==> src/rtl/logic_op_pkg.sv <==
// Shared opcode encodings for the pipelined bitwise logic unit.
package logic_op_pkg;

    typedef logic [2:0] op_t;

    // Codes 000-011 keep the legacy {s1,s0} selector encoding.
    localparam op_t OP_XOR    = 3'b000;
    localparam op_t OP_NOR    = 3'b001;
    localparam op_t OP_NAND   = 3'b010;
    localparam op_t OP_ZERO   = 3'b011;
    localparam op_t OP_AND    = 3'b100;
    localparam op_t OP_OR     = 3'b101;
    localparam op_t OP_XNOR   = 3'b110;
    localparam op_t OP_PASS_A = 3'b111;

endpackage

==> src/rtl/logic_op_lane.sv <==
// Combinational bitwise operation for one WIDTH-bit operand pair.
module logic_op_lane
    import logic_op_pkg::*;
#(
    parameter int unsigned WIDTH = 8
) (
    input  logic [WIDTH-1:0] a,
    input  logic [WIDTH-1:0] b,
    input  op_t              op,
    output logic [WIDTH-1:0] y
);

    // Opcode decode; purely bitwise, no carries between lanes.
    always_comb begin
        y = '0;
        unique case (op)
            OP_XOR:    y = a ^ b;
            OP_NOR:    y = ~(a | b);
            OP_NAND:   y = ~(a & b);
            OP_ZERO:   y = '0;
            OP_AND:    y = a & b;
            OP_OR:     y = a | b;
            OP_XNOR:   y = ~(a ^ b);
            OP_PASS_A: y = a;
            default:   y = '0;
        endcase
    end

endmodule

==> src/rtl/logic_op_pipe.sv <==
// Two-stage valid/ready bitwise logic pipeline with accumulator chaining
// and a completed-transaction counter.
module logic_op_pipe
    import logic_op_pkg::*;
#(
    parameter int unsigned WIDTH     = 8,
    parameter int unsigned CNT_WIDTH = 16
) (
    input  logic                 clk,
    input  logic                 rst,
    input  logic                 in_valid,
    output logic                 in_ready,
    input  logic [WIDTH-1:0]     in_a,
    input  logic [WIDTH-1:0]     in_b,
    input  logic [2:0]           in_op,
    input  logic                 in_acc,
    input  logic                 acc_clr,
    output logic                 out_valid,
    input  logic                 out_ready,
    output logic [WIDTH-1:0]     out_data,
    output logic [WIDTH-1:0]     acc_value,
    output logic [CNT_WIDTH-1:0] done_count
);

    logic             s1_valid;
    logic [WIDTH-1:0] s1_a;
    logic [WIDTH-1:0] s1_b;
    op_t              s1_op;
    logic             s1_acc;

    logic             s2_load;
    logic             in_fire;
    logic [WIDTH-1:0] op_a;
    logic [WIDTH-1:0] result;

    // Stage advance conditions; in_ready follows out_ready combinationally.
    always_comb begin
        s2_load  = s1_valid & (~out_valid | out_ready);
        in_ready = ~s1_valid | s2_load;
        in_fire  = in_valid & in_ready;
        // Accumulator operand is read at the S1->S2 edge, so a back-to-back
        // acc-mode transaction sees the previous result without a stall.
        op_a     = s1_acc ? acc_value : s1_a;
    end

    logic_op_lane #(.WIDTH(WIDTH)) u_lane (
        .a  (op_a),
        .b  (in_b_s1()),
        .op (s1_op),
        .y  (result)
    );

    function automatic logic [WIDTH-1:0] in_b_s1();
        return s1_b;
    endfunction

    // Stage 1 operand register, loaded on input handshake.
    always_ff @(posedge clk or posedge rst) begin
        if (rst) begin
            s1_valid <= 1'b0;
            s1_a     <= '0;
            s1_b     <= '0;
            s1_op    <= OP_XOR;
            s1_acc   <= 1'b0;
        end else if (in_fire) begin
            s1_valid <= 1'b1;
            s1_a     <= in_a;
            s1_b     <= in_b;
            s1_op    <= op_t'(in_op);
            s1_acc   <= in_acc;
        end else if (s2_load) begin
            s1_valid <= 1'b0;
        end
    end

    // Stage 2 result register; a new result replaces a consumed one with no bubble.
    always_ff @(posedge clk or posedge rst) begin
        if (rst) begin
            out_valid <= 1'b0;
            out_data  <= '0;
        end else if (s2_load) begin
            out_valid <= 1'b1;
            out_data  <= result;
        end else if (out_ready) begin
            out_valid <= 1'b0;
        end
    end

    // Accumulator: clear wins over a coincident acc-mode load.
    always_ff @(posedge clk or posedge rst) begin
        if (rst) begin
            acc_value <= '0;
        end else if (acc_clr) begin
            acc_value <= '0;
        end else if (s2_load && s1_acc) begin
            acc_value <= result;
        end
    end

    // Completed output handshakes, wrapping at all-ones.
    always_ff @(posedge clk or posedge rst) begin
        if (rst) begin
            done_count <= '0;
        end else if (out_valid && out_ready) begin
            done_count <= done_count + CNT_WIDTH'(1);
        end
    end

endmodule

==> config.mk <==
export PLATFORM = sky130hd
export DESIGN_NAME = logic_op_pipe
export DESIGN_NICKNAME = d
export VERILOG_FILES = /design/src/rtl/logic_op_pkg.sv /design/src/rtl/logic_op_lane.sv /design/src/rtl/logic_op_pipe.sv
export SDC_FILE = /design/constraint.sdc
export NUM_CORES = 1
export LEC_CHECK = 0
export CAP_MARGIN = 5
export CORE_MARGIN = 10
export CORE_UTILIZATION = 52
export DETAILED_ROUTE_END_ITERATION = 8
export PLACE_DENSITY = 0.83
export REMOVE_ABC_BUFFERS = 1
export SLEW_MARGIN = 5
export SYNTH_ARGS = -nofsm -noshare
export SYNTH_HDL_FRONTEND = slang
export SYNTH_SLANG_ARGS = --single-unit
==> constraint.sdc <==
create_clock -name clk -period 2.1 [get_ports clk]
set_input_delay 0.315 -clock clk [delete_from_list [all_inputs] [get_ports clk]]
set_output_delay 0.315 -clock clk [all_outputs]
set_load 0.02 [all_outputs]
**Word level (Yosys, flattened, before mapping)**

Index checks and enable logic that the tools add are counted.
Widths: inputs -> output; s select.

- Flip-flop bits (word level): 54
- Output and inout port bits: 34
- Word-level logic and storage cells: 43
- Input bits: 25

- Bitwise operators: 12
- Equality and inequality tests: 7
- Reduce and logical (&&, ||, !) cells: 6
- Add/subtract/negate cells: 1
- Mux-type cells: 8

Operators by type and width:

| operator | number |
|---|---|
| $pmux 8 s8 | 1 |
| $mux 8 | 3 |
| $not 8->8 | 3 |
| $add 16x1->16 const B | 1 |
| $eq 3x3->1 const B | 4 |
| $and 8x8->8 | 1 |
| $or 8x8->8 | 1 |
| $xor 8x8->8 | 1 |
| $eq 3x2->1 const B | 2 |
| $reduce_bool 2->1 | 3 |
| $mux 1 | 4 |
| $eq 3x1->1 const B | 1 |
| $logic_not 3->1 | 1 |
| $and 1x1->1 | 2 |
| $logic_and 1x1->1 | 2 |
| $not 1->1 | 2 |
| $or 1x1->1 | 2 |

**Logic depth before layout (Yosys ltp)**

- Depth in word-level cells: 6
- Depth in mapped cells: 8
- Mapped depth without buffers: 7

**Hierarchy**

From an unflattened synthesis, not the netlist that was laid out.

- Cell total of the unflattened synthesis: 260
- Area total of the unflattened synthesis: 3007.9 µm²

By module, submodules not included:

| module | cells each | sequential area each (µm²) | area each (µm²) | times used |
|---|---|---|---|---|
| logic_op_pipe | 159 | 1351.3 | 2225.9 | 1 |
| logic_op_lane | 101 | 0.0 | 782.0 | 1 |

**Least setup slack after synthesis**

Ideal clock, no wire load.

- Path type: register to register
- From: register s1_acc
- To: register acc_value[0]
- Path buffers: 1
- Arrival: 1.683 ns
- Data required time: 1.999 ns
- Path slack: 0.316 ns
- Library setup time: 0.101 ns
- Cell stages (with the launch flop): 9
- Clock period less this slack: 1.784 ns
- Path through: dfrtp_1 > buf_4 > mux2i_1 > inv_1 > ha_1 > or2_2 > a21oi_1 > nor3_1 > o32ai_1

- Cells in the longest elaborated chain, start to end: 6
- Elaborated cells on any way between the ends: 12
- Classes of those cells: mux: 4; bitwise: 6; reduce/logical: 2

Ends and longest elaborated chain:

| what | RTL line | source |
|---|---|---|
| start: declaration | logic_op_pipe.sv:29 | `logic s1_acc;` |
| start signal: assignment | logic_op_pipe.sv:70 | `s1_acc <= in_acc;` |
| $mux 8 | logic_op_pipe.sv:43 | `op_a = s1_acc ? acc_value : s1_a;` |
| $xor 8x8->8, or another cell as far along | logic_op_lane.sv:17, logic_op_lane.sv:23 |  |
| $not 8->8 (on tied branches) | logic_op_lane.sv:23, logic_op_lane.sv:18, logic_op_lane.sv:19 |  |
| $pmux 8 s8 | logic_op_lane.sv:16 | `unique case (op)` |
| $mux 8 | logic_op_pipe.sv:95 | `end else if (s2_load && s1_acc) begin` |
| $mux 8 | logic_op_pipe.sv:93 | `end else if (acc_clr) begin` |
| end signal: assignment | logic_op_pipe.sv:96 | `acc_value <= result;` |
| end: declaration | logic_op_pipe.sv:21 | `output logic [WIDTH-1:0] acc_value,` |

Several ways; a longest one is shown, not always the timed one. The select of a mux whose other input is x is not followed.
A chain may end at the register's enable or synchronous reset.

**Worst setup path after layout**

- From: register s1_acc
- To: register acc_value[3]

The elaborated chain is that of the path after synthesis.

==> impl_results.html <==
<table>
<tr><th>Metric</th><th>Value</th></tr>
<tr><th colspan="2">Floorplan</th></tr>
<tr><td>Row cnt</td><td>27</td></tr>
<tr><td>Die boundary height</td><td>slightly below 100 um</td></tr>
<tr><td>IO Count</td><td>just under 60</td></tr>
<tr><td>Standard cell core area</td><td>5570 um2</td></tr>
<tr><td>Floorplan die area</td><td>9220 um2</td></tr>
<tr><td>Die Span X</td><td>just under 100 um</td></tr>
<tr><td>Starting utilization of the core area</td><td>53.9%</td></tr>
<tr><th colspan="2">STA</th></tr>
<tr><td>Crit share post-route</td><td>95.3%</td></tr>
<tr><td>Peak clock frequency supported by timing</td><td>0.500 GHz</td></tr>
<tr><td>Least-Margin Pin Slew</td><td>roughly 0.63 ns</td></tr>
<tr><td>RSZ-0062 raised after global routing</td><td>no</td></tr>
<tr><td>Min setup slack post-route</td><td>just under 0.1 ns</td></tr>
<tr><td>Normalized max-slew margin</td><td>58.3%</td></tr>
<tr><td>Max-slew violation count</td><td>0</td></tr>
<tr><td>Final setup violation count</td><td>0</td></tr>
<tr><td>Clock Skew</td><td>0.00667 ns</td></tr>
<tr><td>Minimum hold slack</td><td>approximately 0.27 ns</td></tr>
<tr><td>Time the final worst path needs with I/O delays and setup</td><td>2.00 ns</td></tr>
<tr><td>Hold violation count in the final report</td><td>0</td></tr>
<tr><th colspan="2">GRT</th></tr>
<tr><td>Gr ovfl total</td><td>0</td></tr>
<tr><td>Wire length of the first global-routing pass</td><td>roughly 12000 um</td></tr>
<tr><td>Number of global-route vias before repair</td><td>2427</td></tr>
<tr><td>Initial antenna violation count</td><td>0</td></tr>
<tr><td>Pin count of the biggest net entering global routing</td><td>41</td></tr>
<tr><td>Total Routing Usage GR</td><td>16.1%</td></tr>
<tr><th colspan="2">Pwr</th></tr>
<tr><td>Pwr per Cell Area</td><td>874 nW/um2</td></tr>
<tr><td>VDD IR max</td><td>548 uV</td></tr>
<tr><td>Final Power</td><td>between 0.003 and 0.004 W</td></tr>
<tr><td>P_leak</td><td>roughly 1.7 nW</td></tr>
<tr><th colspan="2">Synthesis</th></tr>
<tr><td>Post-synth top area share</td><td>between 40% and 50%</td></tr>
<tr><td>Fraction of the mapped netlist area in compound gates</td><td>roughly an eighth</td></tr>
<tr><td>Mapped cell area</td><td>3010 um2</td></tr>
<tr><td>Yosys synthesis warning count</td><td>0</td></tr>
<tr><td>Cell taking the most area after synthesis</td><td>dfrtp_1</td></tr>
<tr><td>Most frequently used flop master after synthesis</td><td>dfrtp_1</td></tr>
<tr><td>Flop and latch count out of synthesis</td><td>54</td></tr>
<tr><td>Share of flip-flops with an asynchronous set or reset after synthesis</td><td>100%</td></tr>
<tr><td>Dominant combinational cell family by area after synthesis</td><td>simple AND/OR/NAND/NOR gates</td></tr>
<tr><td>Mean instance size in the synthesized netlist</td><td>10.5 um2</td></tr>
<tr><td>Number of flops mapped to enable cells by yosys</td><td>0</td></tr>
<tr><td>Synth Area in XOR/XNOR</td><td>4.95%</td></tr>
<tr><td>Dominant cells by area after synthesis</td><td>dfrtp_1 45%, mux2_2 8.2%, ha_1 7.1%</td></tr>
<tr><td>Cell with the most instances after synthesis</td><td>dfrtp_1</td></tr>
<tr><td>Sequential area share after synthesis</td><td>roughly 45%</td></tr>
<tr><td>Adder-cell share of the synthesized area</td><td>7.08%</td></tr>
<tr><td>Synth cell count leaders</td><td>54 x dfrtp_1, 22 x inv_1, 22 x mux2_2</td></tr>
<tr><td>Share of synthesized cell area in and, or, nand and nor gates</td><td>14.6%</td></tr>
<tr><td>Multiplexer area fraction after synthesis</td><td>11.2%</td></tr>
<tr><td>Post-Synthesis Cells</td><td>287</td></tr>
<tr><td>Count of distinct cell types in the synthesized netlist</td><td>39</td></tr>
<tr><th colspan="2">Setup path</th></tr>
<tr><td>Number of buffer and inverter instances along the worst setup path</td><td>2</td></tr>
<tr><td>Worst-path fanout max</td><td>9</td></tr>
<tr><td>Cell family with the largest share of critical-path delay</td><td>compound AO/OA/AOI/OAI gates</td></tr>
<tr><td>CP max-delay cell</td><td>dfrtp_2</td></tr>
<tr><td>Crit path launch type</td><td>flip-flop</td></tr>
<tr><td>CP Capture Type</td><td>flip-flop</td></tr>
<tr><td>CP cell instances</td><td>buf_12 &gt; mux2i_1 &gt; inv_1 &gt; ha_1 &gt; a21oi_1 &gt; a211o_1 &gt; a221oi_2 &gt; o32ai_1</td></tr>
<tr><td>Delay of the slowest cell on the worst path</td><td>0.43 ns</td></tr>
<tr><td>Category of the critical setup timing path</td><td>reg2reg</td></tr>
<tr><td>Startpoint of the worst-slack reg-to-reg timing path</td><td>s1_acc</td></tr>
<tr><td>Path depth of the worst reg2reg path</td><td>8</td></tr>
<tr><td>Worst setup slack for register-to-register paths</td><td>0.1 ns</td></tr>
<tr><td>Worst EP required</td><td>around 2.3 ns</td></tr>
<tr><td>R2r endpoint</td><td>acc_value[3]</td></tr>
<tr><td>Arrival @ worst endpoint</td><td>2.18 ns</td></tr>
<tr><th colspan="2">Clocking</th></tr>
<tr><td>Worst-Skew Late Latency</td><td>between 0.3 and 0.4 ns</td></tr>
<tr><td>Number of clock buffers inserted by TritonCTS</td><td>5</td></tr>
<tr><td>H-tree levels</td><td>2</td></tr>
<tr><td>Maximum root-to-sink buffer count</td><td>2</td></tr>
<tr><td>Num Clock Sinks</td><td>54</td></tr>
<tr><td>Hold buffers post-CTS</td><td>0</td></tr>
<tr><td>CTS clock-pin slew for the worst setup and hold paths</td><td>roughly 0.10 ns</td></tr>
<tr><td>Clock root buffer master</td><td>clkbuf_8</td></tr>
<tr><td>TritonCTS clock tree</td><td>done</td></tr>
<tr><th colspan="2">Placed design</th></tr>
<tr><td>Pre-CTS WS</td><td>-0.149 ns</td></tr>
<tr><td>Count of input and output buffers</td><td>58</td></tr>
<tr><td>Weighted congestion at the end of routability-driven global placement</td><td>0.812</td></tr>
<tr><td>Post-DP HPWL</td><td>between 5000 and 6000 um</td></tr>
<tr><td>Area of placed instances</td><td>3700 um2</td></tr>
<tr><th colspan="2">Drt</th></tr>
<tr><td>Wire length on met3</td><td>~430 um</td></tr>
<tr><td>Drt initial violations</td><td>209</td></tr>
<tr><td>Final antenna-violating net count</td><td>0</td></tr>
<tr><td>Ratio of routed vias to standard cells</td><td>5.69</td></tr>
<tr><td>Final wirelength</td><td>7170 um</td></tr>
<tr><td>First-pass DRT Iterations</td><td>4</td></tr>
<tr><td>Total number of vias</td><td>2390</td></tr>
<tr><td>Met1 wire length</td><td>2990 um</td></tr>
<tr><td>Wire length on met2</td><td>3630 um</td></tr>
<tr><td>DRC viols</td><td>0</td></tr>
<tr><td>Highest metal layer with signal wires</td><td>met4</td></tr>
<tr><td>Routed length per placed instance</td><td>17.1 um</td></tr>
<tr><th colspan="2">Final layout</th></tr>
<tr><td>Storage element area</td><td>1350 um2</td></tr>
<tr><td>Antenna diode instance count</td><td>0</td></tr>
<tr><td>Area growth, synth to finish</td><td>27.9%</td></tr>
<tr><td>Finished Cell Area</td><td>3840 um2</td></tr>
<tr><td>Layout cells sized above 1</td><td>between 10% and 20%</td></tr>
<tr><td>Number of nets in the final layout</td><td>between 300 and 400</td></tr>
<tr><td>Filler cells</td><td>between 400 and 500</td></tr>
<tr><td>Total area of multi-input combinational cells</td><td>approximately 1500 um2</td></tr>
<tr><th colspan="2">Status</th></tr>
<tr><td>Run status</td><td>complete, no violations</td></tr>
<tr><th colspan="2">Run</th></tr>
<tr><td>Count of max-cap constraint violations</td><td>0</td></tr>
<tr><th colspan="2">Worst hold path</th></tr>
<tr><td>Worst hold-check path type</td><td>in2async</td></tr>
</table>
## cell type report
class	instances	share of cell area [%]
Inverter	22	2.15
Sequential cell	54	35.2
Clock buffer	6	2.15
Tap cell	72	2.34
Clock inverter	2	0.456
Multi-Input combinational cell	197	39.6
Timing Repair Buffer	67	18.2
## where the power goes
group / total [W] / switching (W) / internal [W] / leakage (nW)
clock: 0.000632 / 0.000360 / 0.000272 / 0.0514
combinational: 0.00130 / 0.000649 / 0.000650 / 0.963
sequential: 0.00143 / 0.000204 / 0.00123 / 0.671
total: 0.00336 / 0.00121 / 0.00215 / 1.68
## how the worst max path moves through the flow
stage | from | to | cells after the start
after floorplan | s1_acc | acc_value[0] | 7
after CTS | s1_acc | acc_value[3] | 7
after global placement | s1_acc | acc_value[6] | 7
after detailed placement | s1_acc | acc_value[3] | 7
after global routing | s1_acc | out_data[1] | 8
final | s1_acc | acc_value[3] | 8
## per-stage QoR
step	utilization (%)	std cells	setup TNS, ns
floorplan	-	273	0
global placement	66.4	411	0
detailed placement	66.4	411	-0.465
CTS	68.2	419	0
global route	69.0	420	0
finish	69.0	420	0
## per-layer routing
layer / global-route usage (%) / up-vias
met5: 0 / -
met4: 5.16 / 0
met3: 3.35 / 9
met2: 25.6 / 70
met1: 21.5 / 1183
li1: - / 1128
## what timing repair did
action | in CTS | in global routing
gates cloned | 0 | 0
endpoints found under the setup margin | 11 | 8
setup buffers | 0 | 1
endpoints found under the hold margin | 0 | 0
resized for setup | 1 | 4
## state kept, by name (all words and copies together) (netlist names)
name	count
done_count	16
acc_value	8
out_data	8
s1_a	8
s1_b	8
s1_op	3
out_valid	1
s1_acc	1
s1_valid	1
## cells in the final DEF (no fill, tap or decap), types with 2 or more instances in the layout
cell             Yosys  final
o22ai_1              3      3
nor3_1               4      4
nor2_1              18     18
and3_1               3      3
ha_1                17     17
nand3b_1             4      4
xnor2_1             12     12
mux2_2              22     22
clkinv_4             0      2
nand4_1              3      3
a211o_1              2      2
xor2_1               5      5
buf_4                3      5
clkdlybuf4s50_1      0     58
dfrtp_1             54     53
buf_12               0      4
nand2b_1            19     19
o31ai_1              8      8
a221oi_2             1      2
clkbuf_8             0      6
a211oi_1             4      4
mux2i_1              9      7
a31o_2               2      2
and4_1               3      3
nand2_1             16     16
o221ai_1             4      4
inv_1               22     21
o21ai_0              7      7
nand3_1              6      6
a21oi_1              7      7
o32ai_1              9      9
## cell families (layout without fill, tap and decap cells)
family | Yosys count | count (layout)
XOR/XNOR | 17 | 17
multiplexers | 31 | 31
AO/OA/AOI/OAI | 49 | 49
flip-flops | 54 | 54
adder cells (fa/ha/maj) | 17 | 17
buffers and inverters | 36 | 97
AND/OR/NAND/NOR | 83 | 83
(Power assumes the default switching activity.)
